<file path="src/rtl/muldiv_unit.sv">
// muldiv_unit: iterative radix-2 RV32M multiply/divide unit with fixed 34-cycle latency
module muldiv_unit #(
  parameter int DATA_W = 32
) (
  input  logic              i_clk,
  input  logic              i_reset,
  input  logic              i_start,
  input  logic [2:0]        i_op,
  input  logic [DATA_W-1:0] i_rs1_data,
  input  logic [DATA_W-1:0] i_rs2_data,
  input  logic              i_flush,
  output logic              o_busy,
  output logic              o_valid,
  output logic [DATA_W-1:0] o_result
);
  localparam int CW = $clog2(DATA_W);
  localparam logic [1:0] S_IDLE = 2'd0, S_CALC = 2'd1, S_FIX = 2'd2, S_DONE = 2'd3;
  logic [1:0]          r_state;
  logic [CW-1:0]       r_cnt;
  logic [2:0]          r_op;
  logic [DATA_W-1:0]   r_a, r_b, r_result;
  logic                r_sa, r_sb;
  logic [2*DATA_W-1:0] r_acc;
  logic                w_accept, w_s1, w_s2, w_na, w_nb;
  logic [DATA_W-1:0]   w_a_abs, w_b_abs, w_quo, w_rem, w_dvd, w_fix;
  logic [DATA_W:0]     w_sum, w_shl, w_diff;
  logic [2*DATA_W-1:0] w_acc_nxt, w_prod;
  logic [1:0]          w_state_nxt;
  always_comb begin
    w_accept    = i_start && !i_flush && (r_state == S_IDLE || r_state == S_DONE);
    w_s1        = i_op == 3'b001 || i_op == 3'b010 || i_op == 3'b100 || i_op == 3'b110;
    w_s2        = i_op == 3'b001 || i_op == 3'b100 || i_op == 3'b110;
    w_na        = w_s1 && i_rs1_data[DATA_W-1];
    w_nb        = w_s2 && i_rs2_data[DATA_W-1];
    w_a_abs     = w_na ? -i_rs1_data : i_rs1_data;
    w_b_abs     = w_nb ? -i_rs2_data : i_rs2_data;
    w_sum       = {1'b0, r_acc[2*DATA_W-1:DATA_W]} + (r_acc[0] ? {1'b0, r_a} : '0);
    w_shl       = r_acc[2*DATA_W-1:DATA_W-1];
    w_diff      = w_shl - {1'b0, r_b};
    w_acc_nxt   = !r_op[2] ? {w_sum, r_acc[DATA_W-1:1]} :
                  w_diff[DATA_W] ? {w_shl[DATA_W-1:0], r_acc[DATA_W-2:0], 1'b0} :
                                   {w_diff[DATA_W-1:0], r_acc[DATA_W-2:0], 1'b1};
    w_prod      = (r_sa ^ r_sb) ? -r_acc : r_acc;
    w_quo       = (r_sa ^ r_sb) ? -r_acc[DATA_W-1:0] : r_acc[DATA_W-1:0];
    w_rem       = r_sa ? -r_acc[2*DATA_W-1:DATA_W] : r_acc[2*DATA_W-1:DATA_W];
    w_dvd       = r_sa ? -r_a : r_a;
    w_fix       = !r_op[2] ? (r_op[1:0] == 2'b00 ? w_prod[DATA_W-1:0] : w_prod[2*DATA_W-1:DATA_W]) :
                  r_b == '0 ? (r_op[1] ? w_dvd : '1) :
                  r_op[1] ? w_rem : w_quo;
    w_state_nxt = i_flush ? S_IDLE :
                  w_accept ? S_CALC :
                  r_state == S_CALC ? (r_cnt == CW'(DATA_W - 1) ? S_FIX : S_CALC) :
                  r_state == S_FIX ? S_DONE : S_IDLE;
  end
  always_ff @(posedge i_clk) begin
    if (i_reset) begin
      r_state  <= S_IDLE;
      r_cnt    <= '0;
      r_op     <= '0;
      r_a      <= '0;
      r_b      <= '0;
      r_sa     <= 1'b0;
      r_sb     <= 1'b0;
      r_acc    <= '0;
      r_result <= '0;
    end else begin
      if (w_accept) begin
        r_op  <= i_op;
        r_a   <= w_a_abs;
        r_b   <= w_b_abs;
        r_sa  <= w_na;
        r_sb  <= w_nb;
        r_acc <= {{DATA_W{1'b0}}, i_op[2] ? w_a_abs : w_b_abs};
        r_cnt <= '0;
      end else if (r_state == S_CALC) begin
        r_acc <= w_acc_nxt;
        r_cnt <= r_cnt + 1'b1;
      end
      if (r_state == S_FIX && !i_flush) r_result <= w_fix;
      r_state <= w_state_nxt;
    end
  end
  assign o_busy   = r_state == S_CALC || r_state == S_FIX;
  assign o_valid  = r_state == S_DONE;
  assign o_result = r_result;
endmodule

</file>
<file path="config.mk">
export PLATFORM = sky130hd
export DESIGN_NAME = muldiv_unit
export DESIGN_NICKNAME = d
export VERILOG_FILES = /design/src/rtl/muldiv_unit.sv
export SDC_FILE = /design/constraint.sdc
export NUM_CORES = 1
export LEC_CHECK = 0
export ABC_AREA = 1
export BUFFER_PORTS_ARGS = -buffer_cell sky130_fd_sc_hd__buf_2
export CAP_MARGIN = 10
export CORE_MARGIN = 1.5
export CORE_UTILIZATION = 34
export CTS_BUF_LIST = sky130_fd_sc_hd__clkbuf_4 sky130_fd_sc_hd__clkbuf_8
export DETAILED_ROUTE_END_ITERATION = 10
export GPL_TIMING_DRIVEN = 0
export HOLD_SLACK_MARGIN = 0.05
export PLACE_DENSITY = 0.58
export SLEW_MARGIN = 10
export SYNTH_ARGS = -nofsm -noshare
export SYNTH_HDL_FRONTEND = slang
export SYNTH_SLANG_ARGS = --single-unit
</file>
<file path="constraint.sdc">
create_clock -name i_clk -period 2.3 [get_ports i_clk]
set_input_delay 0.115 -clock i_clk [delete_from_list [all_inputs] [get_ports i_clk]]
set_output_delay 0.115 -clock i_clk [all_outputs]
set_load 0.01 [all_outputs]
</file>
* Yosys cells after proc, flatten, opt, wreduce, memory -nomap -nowiden
Cells that the tools add are included.
** Word-level totals
- Logic and storage cells :: 70
- Memories :: 0
- Memory bits (writable) :: 0
- Bits in latches :: 0
- Bits in read-only memories :: 0
- Bits in registers :: 172
** Operators by class
- $add $sub $neg :: 9
- Order comparisons :: 0
- Muxes and demuxes :: 21
- Div/mod/pow operators :: 0
- Bitwise gates (word level) :: 1
- $mul :: 0
- Shift-type cells :: 0
- Reductions and logical operators :: 20
- Eq/ne operators :: 8
** Operator list (count)
- 32-bit 2-to-1 mux :: 14
- 64-bit 2-to-1 mux :: 3
- 32-bit negator :: 5
- 64-bit negator :: 1
- 32-bit by 32-bit adder with 33-bit output :: 1
- 33-bit by 32-bit subtractor with 33-bit output :: 1
- 32-bit zero test :: 1
- 1-bit logical OR :: 7
- 3-bit equality test (second input constant) :: 2
- 2-bit 2-to-1 mux :: 3
- 5-bit by 1-bit adder with 5-bit output (second input constant) :: 1
- 5-bit equality test (second input constant) :: 1
- 1-bit logical AND :: 5
- 2-bit equality test (second input constant) :: 2
- 2-bit zero test :: 2
- 2-bit OR reduction :: 2
- 3-bit by 1-bit equality test with 1-bit output (second input constant) :: 1
- 3-bit by 2-bit equality test with 1-bit output (second input constant) :: 1
- 3-bit OR reduction :: 1
- 2-bit by 1-bit equality test with 1-bit output (second input constant) :: 1
- 2-bit nonzero test :: 1
- 1-bit zero test :: 1
- 1-bit 2-to-1 mux :: 1
- 1-bit bitwise XOR :: 1

* Logic depth before layout (Yosys ltp)
Gate-level depths: netlist (run 1).
- Depth in word-level cells :: 8
- Depth in mapped cells :: 18

* Least setup slack after synthesis (run 1)
OpenSTA, ideal clock, no wires.
- Path type :: reg2reg
- From :: register r_acc[31]
- To :: register r_acc[36]
- Period minus slack after synthesis :: 2306 ps
- Data required time :: 2181 ps
- Path buffers :: 1
- Slack :: -6 ps
- Setup time :: 119 ps
- Arrival :: 2187 ps
- Stages on the path, launching flop included :: 18
- Cell sequence :: dfxtp_1 > inv_1 > ha_1 > fa_1 > nand3b_1 > nand2_2 > nand3_1 > nand2_2 > nand2_1 > nand2_2 > nand2_2 > nand2_2 > nand2_2 > nand2_4 > buf_4 > nand2_1 > nand3_1 > a21oi_1
** On the way
- Cells in the longest elaborated chain, start to end :: 3
** Ends and longest elaborated chain
- start: declaration :: line 23 : logic [2*DATA_W-1:0] r_acc;
- start signal: assignment :: line 73 : r_acc <= {{DATA_W{1'b0}}, i_op[2] ? w_a_abs : w_b_abs};
- start signal: assignment :: line 76 : r_acc <= w_acc_nxt;
- 33-bit by 32-bit subtractor with 33-bit output :: line 39 : w_diff = w_shl - {1'b0, r_b};
- 64-bit 2-to-1 mux :: line 41 : w_diff[DATA_W] ? {w_shl[DATA_W-1:0], r_acc[DATA_W-2:0], 1'b0} :
- 64-bit 2-to-1 mux :: line 40 : w_acc_nxt = !r_op[2] ? {w_sum, r_acc[DATA_W-1:1]} :
Every way passes these cells.
A chain may end at the register's enable or synchronous reset.

* Final worst setup path (run 1)
- From :: register r_acc[45]
- To :: register r_acc[60]
** On the way
- Cells in the longest elaborated chain, start to end :: 3
- Elaborated cells on any way between the ends :: 4
- Those cells by class :: add/sub: 2; mux: 2
** Ends and longest elaborated chain (line)
- 33-bit by 32-bit subtractor with 33-bit output :: 39
- 64-bit 2-to-1 mux :: 41
- 64-bit 2-to-1 mux * :: 40
Every way passes the cells marked *; elsewhere a longest branch is shown, timed or not.

==> key figures, run 1 <==
Run status
  • Status: complete, but fails checks
  • Failing checks: setup timing

Routing
  • Vias per inst: 5.60
  • Wire length per cell: 22.7 um
  • DR iter-0 viols: 3,029
  • First-pass iteration count of the detailed router: 7
  • Number of routed nets with antenna violations: 0
  • Residual DRC: 0
  • Final WL: 99,800 um
  • Via count: 24,600

Synth
  • Synthesized Nets: 3,542
  • Cell Area, Synth: 0.0189 mm^2
  • Post-synth EDFFs: 0
  • Avg Inst Size Synth: 5.55 um^2
  • Synth top area share: 19.4%
  • Number of synthesized register bits: 172
  • Ranking of synthesized cells by area: nand2_1, dfxtp_1, nand3_1
  • Cells after Synth: 3,395
  • Most used DFF post-synth: dfxtp_1
  • Area leader, netlist: nand2_1
  • Synth async-reset ratio: 0%
  • Synth warn: 0
  • Sequential-to-total area share from yosys stat: 18.3%
  • Synth unique cells: 52

Critical path
  • CP max stage delay: 0.51 ns
  • Crit. path cell count: 15
  • Worst path bufs/invs: 3
  • Slowest CP cell: dfxtp_2
  • Cell chain of the critical path: ha_1 > nand2_2 > inv_2 > a21oi_2 > inv_1 > nor2_2 > nand2_4 > nand2_4 > nand3_4 > nand2_8 > buf_8 > nand2_2 > nand2_2 > nand2_1 > a21oi_1
  • Critical Path End Type: register
  • Worst Path Required: 2.81 ns
  • Crit path arrival time: 3.02 ns
  • Cell family with most CP delay: simple AND/OR/NAND/NOR gates
  • Crit-path most repeated cell: nand2_2
  • Worst-path fanout max: 8
  • Worst Reg2Reg Path Length in Cells: 15
  • Critical Path Start Type: register
  • Setup Crit Path Kind: register to register

Power
  • Gate power share: 53.2%
  • Clock power frac: 19.3%
  • Worst vdd ir: 0.547 mV
  • Psw: 6.05 mW
  • LEAKAGE: 11.8 nW
  • Sw Ratio: 48.7%
  • Design internal power: 6.37 mW
  • Pwr/cell area: 509 mW/mm^2
  • Flop pwr share: 27.5%

CTS
  • CTS Buf Count: 17
  • Clock Path Buffers: 2
  • H-tree depth: 4
  • Worst skew pair latency: 0.59 ns
  • CTS Root Cell: clkbuf_8
  • Clock Sinks: 172
  • CTS tree: yes
  • Reg clk slew, reported paths: 0.11 ns

Timing
  • Fmax: 399 MHz
  • Final Hold Vio Count: 0
  • Crit share post-route: 109%
  • Clock skew: 0.0279 ns
  • Tmin final: 2.51 ns
  • Final setup fails: 41
  • Rel. slew slack: 29.0%
  • Post-route worst setup slack: -0.207 ns
  • Worst Tran Pin Value: 1.06 ns
  • Final Max Tran Viols: 0
  • RSZ-0062 raised after global routing: yes

Die
  • Die ar.: 0.0569 mm^2
  • Core area: 0.0550 mm^2
  • # IOs: 105
  • Floorplan row count: 86
  • Die height: 238 um
  • Starting Density: 34.3%
  • Die Wd: 238 um

Finish
  • Commonest non-fill, non-tap cell in the layout: nand2_1
  • # nets final: 3,782
  • Fin util: 44.4%
  • Final Cell Area: 0.0244 mm^2
  • Layout Cells excl Fill: 4,397
  • Most frequent cells in the layout: nand2_1, inv_1, nand3_1
  • Share of post-route cells with drive strength above 1: 22.6%
  • P&R area growth vs syn: 29.5%

Flow run
  • Max Cap Viol: 0

Min path
  • Hold path cells: 3
  • Hold Crit Class: input port to register

GRT
  • First-pass GRT wire length: 141,000 um
  • Initial antenna violation count: 5
  • Number of global-route vias before repair: 22,000
  • GRT Total Usage: 33.8%
  • GR Overflow Total: 0
  • Largest net degree at the start of global routing: 17

Placement
  • Placed inst area: 0.0203 mm^2
  • PortBufs: 104
  • DP Worst Slack: -0.744 ns
  • Placed cell count: 4,247
  • Post-DP HPWL: 79,900 um
  • GPL Wtd Cong: 1.15
-- layout make-up --
class                      count  area (um^2)
clock buffer                  21          277
tap                          748          936
fill                        6026        30600
clock inverter                10          130
buffer                       122          722
timing repair buffer         222         1700
sequential                   172         3530
antenna                        2         5.00
multi-input combinational   2613        15300
inverter                     487         1860
-- synthesized netlist by cell type (6+ instances only) --
cell and instances:
dfxtp_1 172, o21bai_1 20, nor2_2 13, o22ai_1 30
a31oi_1 13, nor2_1 353, ha_1 74, inv_2 9
buf_2 32, nand4_1 46, nor3_1 27, nand3_1 395
clkbuf_1 60, xnor2_1 11, a221oi_1 31, xor2_1 92
nand2_1 973, o211ai_1 24, o21ai_1 9, buf_4 7
buf_6 6, nand2_2 9, nand3b_1 15, a21oi_1 192
o21ai_0 227, buf_1 18, inv_1 474
-- tightest hold or removal path, cell delays in order --
cell and delay [ns]:
buf_2 0.15, xor2_2 0.20, o22ai_1 0.15
-- cell families (layout without fill, tap and decap cells) --
| family | Yosys count | count (layout) | share of synthesized area [%] |
|---|---|---|---|
| compound gates | 573 | 573 | 17.2 |
| fa+ha+maj | 76 | 76 | 5.12 |
| flops | 172 | 172 | 18.3 |
| simple gates | 1860 | 1860 | 41.7 |
| other cells | 0 | 2 | 0 |
| xor+xnor | 104 | 104 | 4.93 |
| buf+inv | 610 | 862 | 12.8 |
-- metal layers --
layer / global-route usage, % / wire length, um
met4: 21.4 / 7640
met3: 9.76 / 11200
met5: 0 / 54
met2: 48.4 / 40000
met1: 44.3 / 40800
-- final timing paths --
path                  startpoint            to  slack, ns
hold / removal    i_rs1_data[21]       r_a[21]       0.07
setup / recovery       r_acc[45]     r_acc[60]      -0.21
hold reg to reg     o_result[11]  o_result[11]       0.47
setup reg to reg       r_acc[45]     r_acc[60]      -0.21
-- state kept, by name, indices dropped and copies added, names as in the netlist --
signal / count
r_a: 32
r_state: 2
o_result: 32
r_acc: 64
r_op: 3
r_cnt: 5
r_sb: 1
r_b: 32
r_sa: 1
-- repair_timing --
action	in CTS	in global routing
pin swaps	43	105
setup buffers	29	37
resized for setup	320	424
endpoints found under the hold margin	62	0
endpoints found under the setup margin	163	164
hold buffers	50	0
cloned	3	1
-- through the flow --
| stage | hold slack (ns) | power (mW) | setup TNS, ns |
|---|---|---|---|
| 3_3_place_gp | 0.441 | 8.49 | -67.68 |
| 5_1_grt | 0.0512 | 13.0 | -8.18 |
| 2_1_floorplan | 0.254 | 6.72 | 0 |
| 4_1_cts | 0.0524 | 11.6 | -5.88 |
| 6_report | 0.0669 | 12.4 | -4.77 |
| 3_5_place_dp | 0.437 | 8.47 | -59.59 |
-- power groups by stage --
| stage | Combinational, mW | Clock, mW | Sequential (mW) |
|---|---|---|---|
| 6_report | 6.61 | 2.40 | 3.41 |
| 4_1_cts | 5.82 | 2.44 | 3.39 |
| 3_3_place_gp | 5.03 | 0 | 3.46 |
| 2_1_floorplan | 3.39 | 0 | 3.33 |
| 5_1_grt | 7.06 | 2.53 | 3.42 |
| 3_5_place_dp | 5.02 | 0 | 3.45 |
No activity file was read; power rests on OpenSTA's default activity.
==> inputs of run 2 (changes only) <==
- CTS_BUF_LIST: sky130_fd_sc_hd__clkbuf_4 sky130_fd_sc_hd__clkbuf_8 -> sky130_fd_sc_hd__clkbuf_4
==> key figures, run 2 (synthesis results as in run 1) <==
Run status
  • Status: complete, but fails checks
  • Failing checks: setup timing

Timing
  • Post-route worst setup slack: -0.194 ns (+0.0130 ns)
  • Clock skew: 0.0502 ns (+0.0223 ns)
  • Fmax: 401 MHz (+0.52%)
  • Tmin final: 2.49 ns (-0.0130 ns)
  • Worst Tran Pin Value: 1.10 ns (+0.0310 ns)
  • Final Hold Vio Count: 0 (unchanged)
  • Final setup fails: 37 (-9.8%)
  • RSZ-0062 raised after global routing: yes
  • Rel. slew slack: 26.9% (-2.1 points)
  • Final Max Tran Viols: 0 (unchanged)
  • Crit share post-route: 108% (-0.57 points)

Placement
  • PortBufs: 104 (unchanged)
  • Post-DP HPWL: 79,900 um (unchanged)
  • GPL Wtd Cong: 1.15 (unchanged)
  • DP Worst Slack: -0.744 ns (unchanged)

Routing
  • Wire length per cell: 22.6 um (-0.44%)
  • DR iter-0 viols: 2,889 (-4.6%)
  • Vias per inst: 5.57 (-0.59%)
  • Number of routed nets with antenna violations: 0 (unchanged)
  • Via count: 24,700 (+0.34%)
  • First-pass iteration count of the detailed router: 7 (unchanged)
  • Final WL: 100,000 um (+0.49%)
  • Residual DRC: 0 (unchanged)

GRT
  • GRT Total Usage: 34.2% (+0.41 points)
  • Number of global-route vias before repair: 22,200 (+1.1%)
  • First-pass GRT wire length: 143,000 um (+1.4%)
  • GR Overflow Total: 0 (unchanged)
  • Initial antenna violation count: 4 (-1)
  • Largest net degree at the start of global routing: 17 (unchanged)

Die
  • Core area: 0.0550 mm^2 (unchanged)
  • # IOs: 105 (unchanged)
  • Die Wd: 238 um (unchanged)
  • Die height: 238 um (unchanged)
  • Starting Density: 34.3% (unchanged)
  • Die ar.: 0.0569 mm^2 (unchanged)
  • Floorplan row count: 86 (unchanged)

Power
  • Total chip power: 12.1 mW (-2.8%)
  • LEAKAGE: 11.9 nW (+1.2%)
  • Pwr/cell area: 489 mW/mm^2 (-4.0%)
  • Worst vdd ir: 0.498 mV (-9.0%)

CTS
  • Clock Sinks: 172 (unchanged)
  • Worst skew pair latency: 0.77 ns (+0.18 ns)
  • CTS Root Cell: clkbuf_4
  • Clock Path Buffers: 2 (unchanged)
  • CTS tree: yes
  • CTS Buf Count: 17 (unchanged)
  • H-tree depth: 4 (unchanged)
  • Reg clk slew, reported paths: 0.15 ns (+0.04 ns)

Critical path
  • Worst-path fanout max: 8 (unchanged)
  • Cell family with most CP delay: simple AND/OR/NAND/NOR gates
  • Worst path bufs/invs: 2 (-1)
  • Critical Path End Type: register
  • Setup Crit Path Kind: register to register
  • Crit. path cell count: 15 (unchanged)
  • CP max stage delay: 0.52 ns (about the same)
  • Worst Path Required: 2.99 ns (+0.18 ns)
  • Crit path arrival time: 3.18 ns (+0.16 ns)
  • Crit-path most repeated cell: nand2_4
  • Cell chain of the critical path: ha_1 > nand2_1 > nand2_1 > a21oi_2 > inv_1 > nor2_2 > nand2_4 > nand2_4 > nand3_4 > nand2_8 > buf_8 > nand2_4 > nand2_2 > nand2_2 > a21oi_2
  • Slowest CP cell: dfxtp_2
  • Worst Reg2Reg Path Length in Cells: 15 (unchanged)
  • Critical Path Start Type: register

Finish
  • Share of post-route cells with drive strength above 1: 22.1% (-0.47 points)
  • Top reg by flops: r_acc
  • # fillers: 5,977 (-0.81%)
  • # nets final: 3,824 (+1.1%)
  • Fin util: 44.9% (+0.53 points)
  • Most frequent cells in the layout: nand2_1, inv_1, nand3_1
  • Commonest non-fill, non-tap cell in the layout: nand2_1
  • P&R area growth vs syn: 31.1%
  • Largest register FFs: 64 (unchanged)

Min path
  • Hold path cells: 8 (+5)
  • Hold Crit Class: input port to register

Flow run
  • Max Cap Viol: 0 (unchanged)
==> run 2: cell count changes in the layout (fill, tap and decap cells not counted), moves of 10 or more <==
cell	change
dlygate4sd3_1	+43
clkbuf_4	+20
clkbuf_8	-18
nand3_1	+18
nand2_4	+13
nand3_2	-13
dfxtp_1	-10
dfxtp_2	+10
nor2_2	-10
==> run 2: per-stage QoR <==
step	cell area, um^2	hold WS, ns	setup TNS [ns]	cells
final	24700	0.197	-5.08	4438
after global routing	24700	0.173	-8.16	4438
after CTS	23100	0.105	-4.44	4411
after detailed placement	20300	0.437	-59.59	4247
after global placement	20300	0.441	-67.68	4247
after floorplan	18900	0.254	0	3395
==> run 2: timing repair <==
| item | CTS | global route |
|---|---|---|
| endpoints found under the hold margin | 149 | 0 |
| buffers inserted | 35 | 30 |
| gates resized for setup | 345 | 401 |
| setup endpoints to repair | 165 | 129 |
| gates cloned | 4 | 0 |
| pin swaps | 50 | 102 |
| hold buffers | 95 | 0 |
==> run 2: worst paths after layout <==
path | slack (ns) | startpoint | endpoint
max | -0.19 | r_acc[46] | r_acc[62]
min | 0.20 | i_op[2] | r_b[18]
max reg2reg | -0.19 | r_acc[46] | r_acc[62]
min reg2reg | 0.47 | o_result[11] | o_result[11]
==> run 2: layout make-up <==
| type | instances | area (um^2) | area share [%] |
|---|---|---|---|
| antenna | 1 | 2.50 | 0.0101 |
| inverter | 487 | 1850 | 7.49 |
| sequential | 172 | 3540 | 14.3 |
| tap | 748 | 936 | 3.79 |
| multi-input combinational | 2613 | 15300 | 61.8 |
| clock buffer | 19 | 143 | 0.577 |
| timing repair buffer | 264 | 2120 | 8.57 |
| clock inverter | 12 | 138 | 0.557 |
| buffer | 122 | 718 | 2.91 |
==> run 2: per-layer routing <==
metal | vias up | track usage [%] | routed length [um]
li1 | 11600 | - | -
met1 | 11400 | 45.6 | 41700
met2 | 1381 | 49.2 | 41200
met3 | 305 | 8.65 | 10600
met4 | 6 | 21.3 | 6750
met5 | - | 0 | 43
==> run 2: power breakdown <==
group | switching (mW) | internal [mW] | total (mW) | leakage, nW
logic | 4.42 | 2.25 | 6.67 | 10.4
registers | 0.293 | 3.14 | 3.43 | 1.43
clock network | 1.30 | 0.678 | 1.97 | 0.152
total | 6.01 | 6.07 | 12.1 | 11.9
==> run 2: worst reg2reg max path, delay by kind of cell, from the launching register on <==
family / cells / cell delay, ns
and+or+nand+nor: 10 / 1.05
DFF: 1 / 0.52
adders and majority gates: 1 / 0.35
AOI/OAI and AO/OA: 2 / 0.30
buffers and inverters: 2 / 0.24
